==> config.mk <==
export PLATFORM = sky130hd
export DESIGN_NAME = serial_tx_arbiter
export DESIGN_NICKNAME = d
export VERILOG_FILES = /design/src/rtl/serial_tx_arbiter.sv
export SDC_FILE = /design/constraint.sdc
export NUM_CORES = 1
export LEC_CHECK = 0
export ABC_CLOCK_PERIOD_IN_PS = 4400
export CAP_MARGIN = 20
export CORE_ASPECT_RATIO = 1.75
export CORE_MARGIN = 8
export CORE_UTILIZATION = 49
export CTS_CLUSTER_DIAMETER = 100
export DETAILED_ROUTE_END_ITERATION = 12
export PLACE_DENSITY = 0.79
export SETUP_SLACK_MARGIN = 0.02
export SYNTH_ARGS = -nofsm -noshare
export SYNTH_HDL_FRONTEND = slang
export SYNTH_SLANG_ARGS = --single-unit
==> constraint.sdc <==
create_clock -name clock -period 4.4 [get_ports clock]
set_clock_uncertainty 0.1 [all_clocks]
set_input_delay 0.88 -clock clock [delete_from_list [all_inputs] [get_ports clock]]
set_output_delay 0.88 -clock clock [all_outputs]
set_load 0.1 [all_outputs]
==> src/rtl/serial_tx_arbiter.sv <==
// Round-robin arbiter that grants one of N_REQ byte sources and shifts the byte out as an 8N1 frame.
// Grant, ack, busy and tx_out are all registered; back-to-back frames re-arbitrate on the last stop-bit cycle.
module serial_tx_arbiter #(
  parameter int N_REQ        = 4,
  parameter int CLKS_PER_BIT = 16
) (
  input  logic               clock,
  input  logic               reset,
  input  logic [N_REQ-1:0]   req,
  input  logic [8*N_REQ-1:0] data,
  output logic [N_REQ-1:0]   ack,
  output logic               busy,
  output logic               tx_out
);

  localparam int GW = $clog2(N_REQ);
  localparam int BW = (CLKS_PER_BIT > 1) ? $clog2(CLKS_PER_BIT) : 1;
  localparam logic [BW-1:0] BIT_LAST = BW'(CLKS_PER_BIT - 1);

  typedef enum logic [1:0] {IDLE, START, DATA, STOP} state_t;

  state_t          state;
  logic [BW-1:0]   baud_cnt;
  logic [2:0]      bit_idx;
  logic [7:0]      shift;
  logic [GW-1:0]   last_grant;

  logic            any_req;
  logic            bit_end;
  logic            launch;
  logic            hi_found;
  logic [GW-1:0]   hi_idx;
  logic [GW-1:0]   lo_idx;
  logic [GW-1:0]   grant_idx;
  logic [7:0]      grant_byte;

  assign any_req = |req;
  assign bit_end = (baud_cnt == BIT_LAST);
  assign launch  = any_req && ((state == IDLE) || (state == STOP && bit_end));

  // Descending scan leaves the lowest requester above last_grant in hi_idx,
  // and the lowest requester overall in lo_idx for the wrap-around case.
  always_comb begin
    hi_found   = 1'b0;
    hi_idx     = '0;
    lo_idx     = '0;
    grant_byte = '0;
    for (int i = N_REQ - 1; i >= 0; i--) begin
      if (req[i]) begin
        lo_idx = GW'(i);
        if (i > int'(last_grant)) begin
          hi_found = 1'b1;
          hi_idx   = GW'(i);
        end
      end
    end
    grant_idx = hi_found ? hi_idx : lo_idx;
    for (int i = 0; i < N_REQ; i++) begin
      if (GW'(i) == grant_idx) grant_byte = data[8*i +: 8];
    end
  end

  always_ff @(posedge clock or posedge reset) begin
    if (reset) begin
      state      <= IDLE;
      baud_cnt   <= '0;
      bit_idx    <= '0;
      shift      <= '0;
      last_grant <= GW'(N_REQ - 1);
      ack        <= '0;
      busy       <= 1'b0;
      tx_out     <= 1'b1;
    end else begin
      ack <= '0;
      if (launch) begin
        state      <= START;
        last_grant <= grant_idx;
        shift      <= grant_byte;
        ack        <= N_REQ'(1) << grant_idx;
        baud_cnt   <= '0;
        bit_idx    <= '0;
        busy       <= 1'b1;
        tx_out     <= 1'b0;
      end else begin
        case (state)
          IDLE: begin
            busy   <= 1'b0;
            tx_out <= 1'b1;
          end
          START: begin
            if (bit_end) begin
              state    <= DATA;
              baud_cnt <= '0;
              bit_idx  <= '0;
              tx_out   <= shift[0];
            end else begin
              baud_cnt <= baud_cnt + 1'b1;
            end
          end
          DATA: begin
            if (bit_end) begin
              baud_cnt <= '0;
              if (bit_idx == 3'd7) begin
                state  <= STOP;
                tx_out <= 1'b1;
              end else begin
                // tx_out takes the bit that becomes shift[0] after this shift
                shift   <= shift >> 1;
                bit_idx <= bit_idx + 3'd1;
                tx_out  <= shift[1];
              end
            end else begin
              baud_cnt <= baud_cnt + 1'b1;
            end
          end
          STOP: begin
            if (bit_end) begin
              state    <= IDLE;
              baud_cnt <= '0;
              busy     <= 1'b0;
              tx_out   <= 1'b1;
            end else begin
              baud_cnt <= baud_cnt + 1'b1;
            end
          end
          default: begin
            state  <= IDLE;
            busy   <= 1'b0;
            tx_out <= 1'b1;
          end
        endcase
      end
    end
  end

endmodule

Word level (Yosys, flattened, before mapping)
Index checks and enable logic that the tools add are counted.

Flip-flop bits (word level): 25. Latch bits: 0. Memory bits (writable): 0. Bits in read-only memories: 0. Output and inout bits: 6. Memories kept: 0.

$add $sub $neg: 2. Multipliers: 0. Divide/modulo/power cells: 0. Order comparisons: 3. Equality and inequality tests: 14. Shift-type cells: 1. Mux-type cells: 49. Bitwise logic cells: 0. Reductions and logical operators: 18.

Operator list (count): two-way mux 8 bit (8); two-way mux 2 bit (16); two-way mux 4 bit (4); inequality test 3 bit (second input constant) (5); two-way mux 1 bit (13); two-way mux 3 bit (4); case mux 2 bit (3 select lines) (1); case mux 3 bit (2 select lines) (1); AND reduction 3 bit (2); nonzero test 2 bit (3); nonzero test 3 bit (2); AND reduction 5 bit (1); adder 4 x 1 -> 4 bit (second input constant) (1); == test 2 bit (first input constant) (2); == test 2 bit (second input constant) (2); == test 4 bit (second input constant) (1); > comparator 2 bit (first input constant) (2); logical NOT 2 bit (2); case mux 1 bit (4 select lines) (1); AND reduction 4 bit (1); nonzero test 4 bit (1); OR reduction 4 bit (1); << shifter 1 x 2 -> 4 bit (first input constant) (1); adder 3 x 1 -> 3 bit (second input constant) (1); other kinds (10) (11).

Depth between registers and ports, before layout
Gate-level depths: netlist (run 1).

Depth after elaboration: 14. Depth in mapped cells: 8. Mapped depth without buffers: 7.

Worst setup path before layout (run 1)
OpenSTA, ideal clock, no wires.

Path type: input to register. Start point: in req[1]. End point: reg shift[6]. Data arrival time: 2.082 ns. Data required time: 4.180 ns. Path slack: 2.097 ns. Stages: 6. Path buffers: 1. Cell sequence: buf_6 or2_4 a32o_2 a2bb2oi_2 a22o_1 o211a_1.

Cells in the longest elaborated chain, start to end: 9. Elaborated cells on any way between the ends: 20.

RTL lines: start: declaration (line 9) `input logic [N_REQ-1:0] req,`; two-way mux 2 bit (2 in series) (line 49) `if (req[i]) begin`; two-way mux 2 bit (line 57) `grant_idx = hi_found ? hi_idx : lo_idx;`; logical NOT 2 bit (line 59) `if (GW'(i) == grant_idx) grant_byte = data[8*i +: 8];`; two-way mux 8 bit (4 in series) (line 59); two-way mux 8 bit (line 75) `if (launch) begin`; end signal: assignment (line 78) `shift <= grant_byte;`; end signal: assignment (line 108) `shift <= shift >> 1;`; end: declaration (line 25) `logic [7:0] shift;`.

Parallel ways exist; a longest one is shown, timed or not. A chain may end at the register's enable or synchronous reset.

Worst setup path after layout (run 1)
Start point: in req[3]. End point: reg shift[4].

Cells in the longest elaborated chain, start to end: 12. Elaborated cells on any way between the ends: 30.

RTL lines: two-way mux 2 bit or two-way mux 1 bit (tied branches) (line 49); two-way mux 2 bit or two-way mux 1 bit (tied branches) (line 51) `if (i > int'(last_grant)) begin`; two-way mux 2 bit or two-way mux 1 bit (tied branches) (line 49); two-way mux 2 bit or two-way mux 1 bit (tied branches) (line 51); two-way mux 2 bit or two-way mux 1 bit (tied branches) (line 49); two-way mux 2 bit (line 57); logical NOT 2 bit (line 59); two-way mux 8 bit (4 in series) (line 59); two-way mux 8 bit (line 75).

Parallel ways exist; a longest one is shown, timed or not.

==> impl_metrics.env, run 1 <==
export IMPL_die_h_um=96.5
export IMPL_ctsLongestPathBuffers=2
export IMPL_synth_seq_area_share_pct=34.7
export IMPL_crit_type="input port to flop"
export IMPL_grt_pass1_vias=1791
export IMPL_leakage_uw=0.000957
export IMPL_grt_pass1_wl_um=7820
export IMPL_peakVddDrop_v=0.000321
export IMPL_async_flop_share_pct=100
export IMPL_worstRegToRegCells=6
export IMPL_synth_seq_cells=25
export IMPL_grt_max_degree=26
export IMPL_cp_arrival_ns=3.32
export IMPL_utilization_pct=64.2
export IMPL_netlist_instances=195
export IMPL_ys_types=59
export IMPL_detail_route_first_pass_iterations=4
export IMPL_hold_class="flop to flop"
export IMPL_die_x_um=62.0
export IMPL_crit_fanout=15
export IMPL_avgSynthCellArea_sq_um=9.30
export IMPL_vias=1656
export IMPL_grt_ovfl_total=0
export IMPL_maxCapViolCount=0
export IMPL_post_drt_wl_per_cell_um=16.4
export IMPL_antenna_found_initial=0
export IMPL_start_kind="input port"
export IMPL_rsz0062_at_grt="false"
export IMPL_timing_hold_violations_final=0
export IMPL_nets=280
export IMPL_gp_congestion=0.833
export IMPL_power_density_nw_per_um2=597
export IMPL_die_area_sq_um=5980
export IMPL_p_total_uw=1380
export IMPL_tightestPinTransition_ns=0.975
export IMPL_slowest_delay_ns=0.83
export IMPL_yosysWarnings=0
export IMPL_hpwl_um=3540
export IMPL_cts_tree="yes"
export IMPL_drc=0
export IMPL_synth_area_sq_um=1810
export IMPL_start_util_pct=50.5
export IMPL_drtIter0Drc=67
export IMPL_ys_flop_type="dfrtp_1"
export IMPL_multiInputGateArea_sq_um=1080
export IMPL_cts_hold_buf=0
export IMPL_relSlewSlack_pct=34.8
export IMPL_cts_setup_buffers=0
export IMPL_status="complete, no violations"
export IMPL_synth_edf_count=0
export IMPL_clk_pin_slew_ns=0.09
export IMPL_period_share_pct=73.5
export IMPL_port_buffers=43
export IMPL_insertion_delay_ns=0.27
export IMPL_num_rows=29
export IMPL_drt_wl_total_um=4560
export IMPL_fmax_mhz=309
export IMPL_cts_resized_gates=0
export IMPL_worstPathRequired_ns=4.49
export IMPL_cts_made_buffers=3
export IMPL_core_area_sq_um=3590
export IMPL_cts_htree_levels=1
export IMPL_ios=44
export IMPL_antenna_cells=0
export IMPL_synth_net_count=242
export IMPL_cts_sinks=25
export IMPL_worstHoldPathCells=2
export IMPL_endpoint_kind="flop"
export IMPL_period_needed_ns=3.23
export IMPL_root_buffer="clkbuf_8"
export IMPL_slew_violations=0
export IMPL_crit_chain="clkdlybuf4s50_1, nor4_4, nor2_1, o2111ai_1, and3_1, a211oi_2"
export IMPL_viasPerCell=5.96
export IMPL_regArea_sq_um=629
export IMPL_syn2layout_area_growth_pct=27.1
export IMPL_grt_util_all_layers_pct=17.0
export IMPL_detail_route_antenna_nets=0
export IMPL_cp_slowest_cell="clkdlybuf4s50_1"
export IMPL_drive_gt1_share_pct=10.8
export IMPL_tns_ns=0
export IMPL_fillerInstances=290
export IMPL_finalSetupViolCount=0
-- worst paths after layout --
kind	start	endpoint	slack, ns
min reg2reg	shift[7]	shift[7]	0.41
min in group asynchronous	reset	ack[2]	0.79
max in group asynchronous	reset	last_grant[1]	2.90
max reg2reg	state[0]	shift[4]	1.85
min	shift[7]	shift[7]	0.41
max	req[3]	shift[4]	1.17
-- Yosys cell counts (all sizes together), types with 2 or more instances --
cell type  number  share of area, %
a22oi           3               1.2
nor2b           4               1.5
dfrtp          22                30
nand2b          3               1.0
buf            10               4.0
a21oi          11               3.0
inv             4              0.83
dfstp           3               4.3
nand2          14               2.9
ha              9               6.2
o221ai          3               1.4
o32ai           3               1.4
mux2i           4               2.2
a2bb2oi         2               1.7
o21ai          11               3.2
o211a           3               1.7
o2111ai         4               1.9
nor3           15               4.1
a211oi          4               2.5
o21bai          2               1.0
o211ai          3               1.5
clkbuf          3              0.62
or2             2              0.83
and3            4               1.4
or3             4               1.4
nand3           2              0.55
and2            3               1.0
nor2           20               5.2
-- worst max-delay path: cells and delay by family --
family	cells	cell delay [ns]
AND/OR/NAND/NOR	3	1.09
AO/OA/AOI/OAI	2	0.50
buffers and inverters	1	0.83
-- cells by family after synthesis --
group | Yosys count | synth area share [%]
multiplexers | 4 | 2.21
buffers and inverters | 17 | 5.45
AO/OA/AOI/OAI | 63 | 28.2
adder cells (fa/ha/maj) | 9 | 6.21
AND/OR/NAND/NOR | 76 | 22.8
XOR/XNOR | 1 | 0.483
flip-flops | 25 | 34.7
-- per-stage QoR --
step	area [sq um]	std cells	hold WS, ns	setup WS, ns
floorplan	1810	195	0.364	2.10
finish	2300	278	0.411	1.17
CTS	2280	277	0.412	1.19
global placement	2230	273	0.385	0.983
global route	2300	278	0.449	0.919
detailed placement	2230	273	0.396	0.909
-- state kept, by name (all words and copies together) (netlist names) --
name and flops:
ack 4, baud_cnt 4, bit_idx 3, busy 1
last_grant 2, shift 8, state 2, tx_out 1
-- final cells by class --
type	count	area share (%)
Timing Repair Buffer	46	20.5
Multi-Input combinational cell	153	47.1
Tap cell	46	2.50
Inverter	4	0.651
Clock buffer	4	1.95
Sequential cell	25	27.3
-- power by group --
part / internal (uW) / total, uW / switching (uW)
combinational: 334 / 821 / 487
clock: 64.7 / 135 / 70.6
sequential: 334 / 420 / 85.6
-- placed cells by master, fill, tap and decap left out, drive strengths merged, types with 2 or more instances in the layout --
master	synthesis	routed
o221ai	3	3
inv	4	4
nor2b	4	4
dfstp	3	3
o211a	3	3
a2bb2oi	2	2
o211ai	3	3
o32ai	3	3
nor2	20	20
mux2i	4	4
dfrtp	22	22
nand2	14	14
buf	10	3
clkbuf	3	4
nand2b	3	3
o21ai	11	11
and2	3	3
or2	2	2
a22oi	3	3
nor3	15	15
a211oi	4	4
o2111ai	4	4
or3	4	4
o21bai	2	2
clkdlybuf4s50	0	43
and3	4	4
nand3	2	2
a21oi	11	11
ha	9	9
-- layer usage --
layer	share of wire [%]	vias to the layer above	global-route usage [%]	routed length, um
li1	-	806	-	-
met4	3.0	0	9.75	136
met2	55	35	30.4	2520
met1	40	803	18.1	1820
met5	0	-	0	0
met3	1.8	12	1.86	83
Note: power is estimated with default switching activity, not from simulation.
==> inputs of run 2 (changes only) <==
ABC_CLOCK_PERIOD_IN_PS = 2800   (was 4400)
CORE_UTILIZATION = 45   (was 49)
PLACE_DENSITY = 0.77   (was 0.79)
clock period = 2.8 ns   (was 4.4 ns; I/O delays follow)
==> run 2 against run 1 <==
Die area rose by 7.0%. Sequential share of layout area shrank 0.47 points. Cell count up 3.6%. Hold slack better by 0.032 ns. Largest cell class unchanged.
==> impl_metrics.env, run 2 (synthesis results as in run 1) <==
export IMPL_status="complete, no violations"
export IMPL_layout_common_cells="clkdlybuf4s50_1, dfrtp_1, nor2_1"
export IMPL_timing_hold_ws_ns=0.442
export IMPL_crit_type="flop to flop"
export IMPL_start_kind="flop"
export IMPL_dp_cells=284
export IMPL_fin_cells=288
export IMPL_detail_route_antenna_nets=0
export IMPL_num_rows=30
export IMPL_hpwl_um=3750
export IMPL_tns_ns=0
export IMPL_reg_top3="shift (8), ack (4), baud_cnt (4)"
export IMPL_vias=1693
export IMPL_hold_class="flop to flop"
export IMPL_tightestPinTransition_ns=0.424
export IMPL_cts_tree="yes"
export IMPL_grt_max_degree=26
export IMPL_largest_reg_flops=8
export IMPL_ctsLongestPathBuffers=2
export IMPL_cts_htree_levels=1
export IMPL_cts_resized_gates=0
export IMPL_cts_sinks=25
export IMPL_antenna_cells=0
export IMPL_clk_pin_slew_ns=0.09
export IMPL_period_share_pct=81.7
export IMPL_cts_setup_buffers=0
export IMPL_grt_util_all_layers_pct=15.4
export IMPL_crit_chain="ha_1, a41oi_1, or2_1, a211o_1, a221oi_1, a211oi_2"
export IMPL_start_util_pct=46.9
export IMPL_cts_hold_buf=0
export IMPL_worstPathRequired_ns=2.86
export IMPL_p_total_uw=2200
export IMPL_port_buffers=43
export IMPL_drtIter0Drc=48
export IMPL_nets=288
export IMPL_reg2reg_from="state[0]"
export IMPL_cts_made_buffers=3
export IMPL_rsz0062_at_grt="false"
export IMPL_maxCapViolCount=0
export IMPL_power_density_nw_per_um2=939
export IMPL_viasPerCell=5.88
export IMPL_core_area_sq_um=3870
export IMPL_syn2layout_area_growth_pct=29.3
export IMPL_r2r_end="shift[0]"
export IMPL_relSlewSlack_pct=71.7
export IMPL_fmax_mhz=437
export IMPL_final_common_cell="clkdlybuf4s50_1"
export IMPL_finalSetupViolCount=0
export IMPL_slowest_delay_ns=0.45
export IMPL_drc=0
export IMPL_endpoint_kind="flop"
export IMPL_detail_route_first_pass_iterations=4
export IMPL_die_h_um=100
export IMPL_gp_congestion=0.838
export IMPL_worstRegToRegCells=6
export IMPL_drive_gt1_share_pct=16.3
export IMPL_grt_pass1_vias=1769
export IMPL_insertion_delay_ns=0.28
export IMPL_fillerInstances=343
export IMPL_grt_pass1_wl_um=8140
export IMPL_largest_register="shift"
export IMPL_cp_slowest_cell="dfrtp_1"
export IMPL_leakage_uw=0.00100
export IMPL_post_drt_wl_per_cell_um=16.6
export IMPL_peakVddDrop_v=0.000649
export IMPL_die_area_sq_um=6400
export IMPL_ios=44
export IMPL_antenna_found_initial=0
export IMPL_cp_arrival_ns=2.35
export IMPL_period_needed_ns=2.29
export IMPL_grt_ovfl_total=0
export IMPL_die_x_um=64.0
export IMPL_reg2reg_setup_slack_ns=0.51
export IMPL_cp_endpoint="shift[0]"
export IMPL_hp_start="bit_idx[2]"
export IMPL_root_buffer="clkbuf_8"
export IMPL_timing_hold_violations_final=0
export IMPL_slew_violations=0
export IMPL_drt_wl_total_um=4790
export IMPL_worstSetupStartpoint="state[0]"
export IMPL_crit_fanout=11
-- run 2: critical path, delay by kind of cell (launching register included) --
kind,cells,cell delay [ns]
compound gates,4,0.93
flops,1,0.45
simple gates,1,0.38
fa+ha+maj,1,0.31
-- run 2: power breakdown --
part / switching (uW) / internal (uW) / total (uW) / leakage, uW
Combinational: 772 / 547 / 1320 / 0.000670
Clock: 123 / 102 / 225 / 0.0000228
Sequential: 133 / 525 / 658 / 0.000308
Total: 1030 / 1170 / 2200 / 0.00100
-- run 2: worst min path at each step --
stage / to / slack [ns] / cells past startpoint
2_1_floorplan: shift[7] / 0.36 / 2
3_3_place_gp: bit_idx[2] / 0.41 / 2
3_5_place_dp: busy / 0.43 / 1
4_1_cts: bit_idx[2] / 0.44 / 2
5_1_grt: bit_idx[2] / 0.48 / 2
6_report: bit_idx[2] / 0.44 / 2
-- run 2: cell type report --
class                           count  area, sq um  area share [%]
Inverter                            4         15.0           0.640
Clock buffer                        4         45.0            1.92
Multi-Input combinational cell    153         1080            46.3
Sequential cell                    25          629            26.8
Tap cell                           48         60.1            2.56
Timing Repair Buffer               54          510            21.8
-- run 2: per-stage QoR --
step | utilization (%) | instance area (sq um) | worst slack, ns
floorplan | - | 1810 | 0.817
global placement | 59.5 | 2300 | 0.260
detailed placement | 59.5 | 2300 | 0.210
CTS | 60.6 | 2340 | 0.508
global route | 60.6 | 2340 | 0.360
finish | 60.6 | 2340 | 0.511
-- run 2: layer usage --
layer	share of wire, %	routed length (um)	track usage [%]
met5	0	0	0
met4	1.8	87	6.91
met3	4.2	199	3.01
met2	56	2670	28.4
met1	38	1840	16.2
